===== config.mk =====
export PLATFORM = sky130hd
export DESIGN_NAME = axi_lite_master_cmd
export DESIGN_NICKNAME = d
export VERILOG_FILES = /design/src/rtl/axi_lite_master_cmd.sv
export SDC_FILE = /design/constraint.sdc
export NUM_CORES = 1
export LEC_CHECK = 0
export ABC_AREA = 1
export CAP_MARGIN = 10
export CELL_PAD_IN_SITES_DETAIL_PLACEMENT = 1
export CELL_PAD_IN_SITES_GLOBAL_PLACEMENT = 1
export CORE_MARGIN = 5
export CORE_UTILIZATION = 34
export CTS_CLUSTER_SIZE = 8
export DETAILED_ROUTE_END_ITERATION = 12
export GPL_TIMING_DRIVEN = 0
export PLACE_DENSITY_LB_ADDON = 0.05
export SKIP_CTS_REPAIR_TIMING = 1
export SLEW_MARGIN = 20
export SYNTH_ARGS = -nofsm -noshare
export SYNTH_HDL_FRONTEND = slang
export SYNTH_SLANG_ARGS = --single-unit

===== constraint.sdc =====
create_clock -name M_AXI_ACLK -period 7.7 [get_ports M_AXI_ACLK]
set_input_delay 1.925 -clock M_AXI_ACLK [delete_from_list [all_inputs] [get_ports M_AXI_ACLK]]
set_output_delay 1.925 -clock M_AXI_ACLK [all_outputs]
set_load 0.01 [all_outputs]

===== src/rtl/axi_lite_master_cmd.sv =====
`default_nettype none
// ============================================================================
//  Module   : axi_lite_master_cmd
//  Brief    : AXI4-Lite initiator turning a valid/ready command port into
//             single-beat reads/writes, one outstanding, with counters.
//  Revision : 1.0 - initial release
// ============================================================================
module axi_lite_master_cmd #(
    parameter int C_M_AXI_DATA_WIDTH = 32,
    parameter int C_M_AXI_ADDR_WIDTH = 9
) (
    input  logic                              M_AXI_ACLK,
    input  logic                              M_AXI_ARESET,
    // command port
    input  logic                              cmd_valid,
    output logic                              cmd_ready,
    input  logic                              cmd_write,
    input  logic [C_M_AXI_ADDR_WIDTH-1:0]     cmd_addr,
    input  logic [C_M_AXI_DATA_WIDTH-1:0]     cmd_wdata,
    input  logic [C_M_AXI_DATA_WIDTH/8-1:0]   cmd_wstrb,
    // response port
    output logic                              rsp_valid,
    input  logic                              rsp_ready,
    output logic                              rsp_write,
    output logic [C_M_AXI_DATA_WIDTH-1:0]     rsp_rdata,
    output logic [1:0]                        rsp_resp,
    // statistics
    output logic [31:0]                       wr_count,
    output logic [31:0]                       rd_count,
    output logic [31:0]                       err_count,
    // AXI4-Lite master
    output logic [C_M_AXI_ADDR_WIDTH-1:0]     M_AXI_AWADDR,
    output logic [2:0]                        M_AXI_AWPROT,
    output logic                              M_AXI_AWVALID,
    input  logic                              M_AXI_AWREADY,
    output logic [C_M_AXI_DATA_WIDTH-1:0]     M_AXI_WDATA,
    output logic [C_M_AXI_DATA_WIDTH/8-1:0]   M_AXI_WSTRB,
    output logic                              M_AXI_WVALID,
    input  logic                              M_AXI_WREADY,
    input  logic [1:0]                        M_AXI_BRESP,
    input  logic                              M_AXI_BVALID,
    output logic                              M_AXI_BREADY,
    output logic [C_M_AXI_ADDR_WIDTH-1:0]     M_AXI_ARADDR,
    output logic [2:0]                        M_AXI_ARPROT,
    output logic                              M_AXI_ARVALID,
    input  logic                              M_AXI_ARREADY,
    input  logic [C_M_AXI_DATA_WIDTH-1:0]     M_AXI_RDATA,
    input  logic [1:0]                        M_AXI_RRESP,
    input  logic                              M_AXI_RVALID,
    output logic                              M_AXI_RREADY
);

    localparam int c_STRB_WIDTH = C_M_AXI_DATA_WIDTH / 8;

    typedef enum logic [2:0] {
        S_IDLE         = 3'd0,
        S_WR_ADDR_DATA = 3'd1,
        S_WR_RESP      = 3'd2,
        S_RD_ADDR      = 3'd3,
        S_RD_DATA      = 3'd4,
        S_RESPOND      = 3'd5
    } state_t;

    state_t                          r_state;
    logic [C_M_AXI_ADDR_WIDTH-1:0]   r_addr;
    logic [C_M_AXI_DATA_WIDTH-1:0]   r_wdata;
    logic [c_STRB_WIDTH-1:0]         r_wstrb;
    logic                            r_awvalid;
    logic                            r_wvalid;
    logic                            r_bready;
    logic                            r_arvalid;
    logic                            r_rready;
    logic                            r_aw_done;
    logic                            r_w_done;
    logic                            r_rsp_valid;
    logic                            r_rsp_write;
    logic [C_M_AXI_DATA_WIDTH-1:0]   r_rsp_rdata;
    logic [1:0]                      r_rsp_resp;
    logic [31:0]                     r_wr_count;
    logic [31:0]                     r_rd_count;
    logic [31:0]                     r_err_count;

    logic w_aw_hs;
    logic w_w_hs;
    logic w_aw_done_nxt;
    logic w_w_done_nxt;
    logic w_b_hs;
    logic w_r_hs;

    assign w_aw_hs       = r_awvalid & M_AXI_AWREADY;
    assign w_w_hs        = r_wvalid & M_AXI_WREADY;
    assign w_aw_done_nxt = r_aw_done | w_aw_hs;
    assign w_w_done_nxt  = r_w_done | w_w_hs;
    assign w_b_hs        = r_bready & M_AXI_BVALID;
    assign w_r_hs        = r_rready & M_AXI_RVALID;

    always_ff @(posedge M_AXI_ACLK or posedge M_AXI_ARESET) begin
        if (M_AXI_ARESET) begin
            r_state     <= S_IDLE;
            r_addr      <= '0;
            r_wdata     <= '0;
            r_wstrb     <= '0;
            r_awvalid   <= 1'b0;
            r_wvalid    <= 1'b0;
            r_bready    <= 1'b0;
            r_arvalid   <= 1'b0;
            r_rready    <= 1'b0;
            r_aw_done   <= 1'b0;
            r_w_done    <= 1'b0;
            r_rsp_valid <= 1'b0;
            r_rsp_write <= 1'b0;
            r_rsp_rdata <= '0;
            r_rsp_resp  <= 2'b00;
            r_wr_count  <= 32'd0;
            r_rd_count  <= 32'd0;
            r_err_count <= 32'd0;
        end else begin
            case (r_state)
                S_IDLE: begin
                    if (cmd_valid) begin
                        r_addr  <= cmd_addr;
                        r_wdata <= cmd_wdata;
                        r_wstrb <= cmd_wstrb;
                        if (cmd_write) begin
                            r_awvalid <= 1'b1;
                            r_wvalid  <= 1'b1;
                            r_aw_done <= 1'b0;
                            r_w_done  <= 1'b0;
                            r_state   <= S_WR_ADDR_DATA;
                        end else begin
                            r_arvalid <= 1'b1;
                            r_state   <= S_RD_ADDR;
                        end
                    end
                end
                // AW and W complete independently; B is awaited once both are done
                S_WR_ADDR_DATA: begin
                    if (w_aw_hs) begin
                        r_awvalid <= 1'b0;
                    end
                    if (w_w_hs) begin
                        r_wvalid <= 1'b0;
                    end
                    r_aw_done <= w_aw_done_nxt;
                    r_w_done  <= w_w_done_nxt;
                    if (w_aw_done_nxt && w_w_done_nxt) begin
                        r_bready <= 1'b1;
                        r_state  <= S_WR_RESP;
                    end
                end
                S_WR_RESP: begin
                    if (w_b_hs) begin
                        r_bready    <= 1'b0;
                        r_rsp_write <= 1'b1;
                        r_rsp_rdata <= '0;
                        r_rsp_resp  <= M_AXI_BRESP;
                        r_rsp_valid <= 1'b1;
                        r_wr_count  <= r_wr_count + 32'd1;
                        if (M_AXI_BRESP != 2'b00) begin
                            r_err_count <= r_err_count + 32'd1;
                        end
                        r_state <= S_RESPOND;
                    end
                end
                S_RD_ADDR: begin
                    if (M_AXI_ARREADY) begin
                        r_arvalid <= 1'b0;
                        r_rready  <= 1'b1;
                        r_state   <= S_RD_DATA;
                    end
                end
                S_RD_DATA: begin
                    if (w_r_hs) begin
                        r_rready    <= 1'b0;
                        r_rsp_write <= 1'b0;
                        r_rsp_rdata <= M_AXI_RDATA;
                        r_rsp_resp  <= M_AXI_RRESP;
                        r_rsp_valid <= 1'b1;
                        r_rd_count  <= r_rd_count + 32'd1;
                        if (M_AXI_RRESP != 2'b00) begin
                            r_err_count <= r_err_count + 32'd1;
                        end
                        r_state <= S_RESPOND;
                    end
                end
                S_RESPOND: begin
                    if (rsp_ready) begin
                        r_rsp_valid <= 1'b0;
                        r_state     <= S_IDLE;
                    end
                end
                default: begin
                    r_state <= S_IDLE;
                end
            endcase
        end
    end

    assign cmd_ready     = (r_state == S_IDLE);

    assign rsp_valid     = r_rsp_valid;
    assign rsp_write     = r_rsp_write;
    assign rsp_rdata     = r_rsp_rdata;
    assign rsp_resp      = r_rsp_resp;
    assign wr_count      = r_wr_count;
    assign rd_count      = r_rd_count;
    assign err_count     = r_err_count;

    assign M_AXI_AWADDR  = r_addr;
    assign M_AXI_AWPROT  = 3'b000;
    assign M_AXI_AWVALID = r_awvalid;
    assign M_AXI_WDATA   = r_wdata;
    assign M_AXI_WSTRB   = r_wstrb;
    assign M_AXI_WVALID  = r_wvalid;
    assign M_AXI_BREADY  = r_bready;
    assign M_AXI_ARADDR  = r_addr;
    assign M_AXI_ARPROT  = 3'b000;
    assign M_AXI_ARVALID = r_arvalid;
    assign M_AXI_RREADY  = r_rready;

endmodule
`default_nettype wire


==> results.cfg <==
[clocking]
clkSinkCount = 187
htreeDepth = 4
clk_latency_ns = 0.44
cts_tree = yes
cts-root-buf = clkbuf_16
clk_pin_slew_worst_paths_ns = 0.07
clockBufferDepth = 2
cts_buffers = 17

[synth]
synth.cell_area_um2 = 9280
yosys_register_bits = 187
yosysUniqueCellTypes = 28
avgSynthCellArea_um2 = 7.82
synth_area_leaders = dfrtp_1 50%, nand2_1 19%, inv_1 4.9%, nor2_1 4.6%, nand3_1 3.1%
synth_seq_area_share_pct = 50.4
ys.warnings.count = 0
syn_inst = 1186
synth.top_cell.area_share_pct = 50.4
yosysTopAreaCell = dfrtp_1

[pwr]
powerDensity_nw_per_um2 = 287
p_clk_share_pct = 23.8
intPower_w = 0.00242
total_power_w = 0.00378
p_seq_share_pct = 37.1
p_switching_w = 0.00136
vdd_drop_max_mv = 0.156
leakage_nw = 6.30
combinationalPowerShare_pct = 39.1
power.share.switching_pct = 36.0

[finish]
syn_to_final_growth_pct = 42.3
nets = 1588
layout_commonest_cell = nand2_1
final_util_pct = 49.1
nFillCells = 3296
layoutNonFillerInstCount = 1849
layout-drive-gt1-share_pct = 5.91
design_area_um2 = 13200
final_cell_mix = 479 x nand2_1, 282 x clkdlybuf4s50_1, 187 x dfrtp_1

[timing]
min_period_over_period_pct = 49.8
rsz0062_at_grt = no
setup_viol = 0
drv_slew = 0
finalHoldViolCount = 0
relSlewSlack_pct = 62.2
tightest_slew_ns = 0.565
fin_skew_ns = 0.0180
min_period_ns = 3.84
max_freq_mhz = 261

[global_route]
grt_antenna_before_repair = 3
grt.met3_usage_pct = 6.04
grt_busiest_layer = met2
overflow = 0
grt_pass1_vias = 9282
grt_max_degree = 85
met2_usage_pct = 32.7
grt_pass1_wl_um = 50500
met1_usage_pct = 26.7
grt_usage_pct = 20.3

[floorplan]
row_count = 60
ioPinCount = 289
die-area_um2 = 30700
core_area_um2 = 26900
die_w_um = 175
start_util_pct = 34.5
dieHeight_um = 175

[outcome]
outcome = completed

[worst_setup_path]
crit_buf_inv = 2
worstSetupPathType = flop to primary output
path_cells = nor2_4, nand2_1, inv_1, clkdlybuf4s50_1
crit_required_ns = 5.78
end_kind = primary output
crit_fanout = 5
path_delay_family = buffers and inverters
cp-startpoint = r_state[1]$_DFFE_PP0P_
r2r_start = err_count[1]$_DFFE_PP0P_
slowest_stage = clkdlybuf4s50_1
max_stage_delay_ns = 0.59
start_kind = flop
crit_arrival_ns = 1.91

[placement]
dp.cells = 1816
hpwl_um = 24000
numPortBuffers = 282
gp_congestion = 0.818
post_dp_cell_area_um2 = 12600

[worst_hold_path]
hold_class = flop to flop
hp-start = rsp_write$_DFFE_PP0P_

[drt]
drt_iter0_markers = 438
wl_per_cell_um = 16.8
drc = 0
firstDrtPassIters = 5
viasPerCell = 4.75
finalWirelength_um = 31200
vias = 8777
drtAntennaViolNets = 0

[job]
maxCapViolations = 0
-- final cells by class --
type / instances / area, um^2 / area share, %
sequential: 187 / 4680 / 35.5
multi-input combinational: 836 / 3870 / 29.3
timing repair buffer: 284 / 2880 / 21.8
inverter: 127 / 484 / 3.67
clock buffer: 18 / 429 / 3.25
tap: 341 / 427 / 3.23
buffer: 41 / 269 / 2.04
clock inverter: 14 / 158 / 1.19
antenna: 1 / 2.50 / 0.0190
-- synth_stat cells --
cell      count
nand2_2       1
xor2_1       24
xnor2_1      18
nor3_1       15
nor2_1      114
nand3b_1     25
nand2_1     479
a22o_1       32
nand2_4       1
and2_1        3
buf_2        20
nor2_4        2
buf_6         3
dfrtp_1     187
conb_1        1
and3_1        1
o21ai_1       3
a21oi_1       1
o21ai_0      19
nand4_1      23
inv_1       122
nor2_2        5
mux2i_1       2
inv_2         5
nand3_1      58
ha_1          3
buf_4        18
o21a_1        1
-- final timing paths --
check | to | slack (ns) | cells past startpoint
setup / recovery | cmd_ready | 3.86 | 4
min in group asynchronous | err_count[20]$_DFFE_PP0P_ | 1.84 | 2
max in group asynchronous | rd_count[1]$_DFFE_PP0P_ | 4.74 | 4
hold / removal | rsp_write$_DFFE_PP0P_ | 0.48 | 2
hold reg to reg | rsp_write$_DFFE_PP0P_ | 0.48 | 2
setup reg to reg | err_count[20]$_DFFE_PP0P_ | 5.77 | 9
-- sequential cells by signal, indices dropped and copies added (netlist names), 2 cells and up --
name          cells
M_AXI_WDATA      32
M_AXI_WSTRB       4
M_AXI_ARADDR      9
rsp_resp          2
err_count        32
rsp_rdata        32
wr_count         32
r_state           3
rd_count         32
-- routing by layer --
layer | share of wire [%] | up-vias | routed length [um]
met5 | 0.087 | - | 27
met4 | 2.0 | 4 | 610
met3 | 7.2 | 38 | 2250
met2 | 46 | 231 | 14200
met1 | 45 | 4216 | 14100
li1 | - | 4288 | -
-- kinds of logic after synthesis --
family,synth area share (%)
fa+ha+maj,0.405
simple gates,32.5
mux,0.216
flops,50.4
other cells,0.0404
buf+inv,8.04
xor+xnor,3.97
compound gates,4.34
-- worst min-delay path: cells and delay by family (launching register included) --
kind	cells	cell delay, ns
flops	1	0.35
simple gates	2	0.11
-- per-stage QoR --
step	setup TNS [ns]	setup WS, ns	hold WS (ns)
after detailed placement	0	3.95	0.466
after global routing	0	3.75	0.498
final	0	3.86	0.478
after floorplan	0	0.690	0.504
after global placement	-469.30	-2.53	0.458
after CTS	0	3.82	0.488
-- power groups by stage --
stage	registers, W	logic (W)	clock network [W]
floorplan	0.00150	0.000594	0
global placement	0.00141	0.00148	0
detailed placement	0.00142	0.00150	0
CTS	0.00141	0.00151	0.000931
global route	0.00144	0.00162	0.000965
finish	0.00140	0.00148	0.000901
No activity file was read; power rests on OpenSTA's default activity.
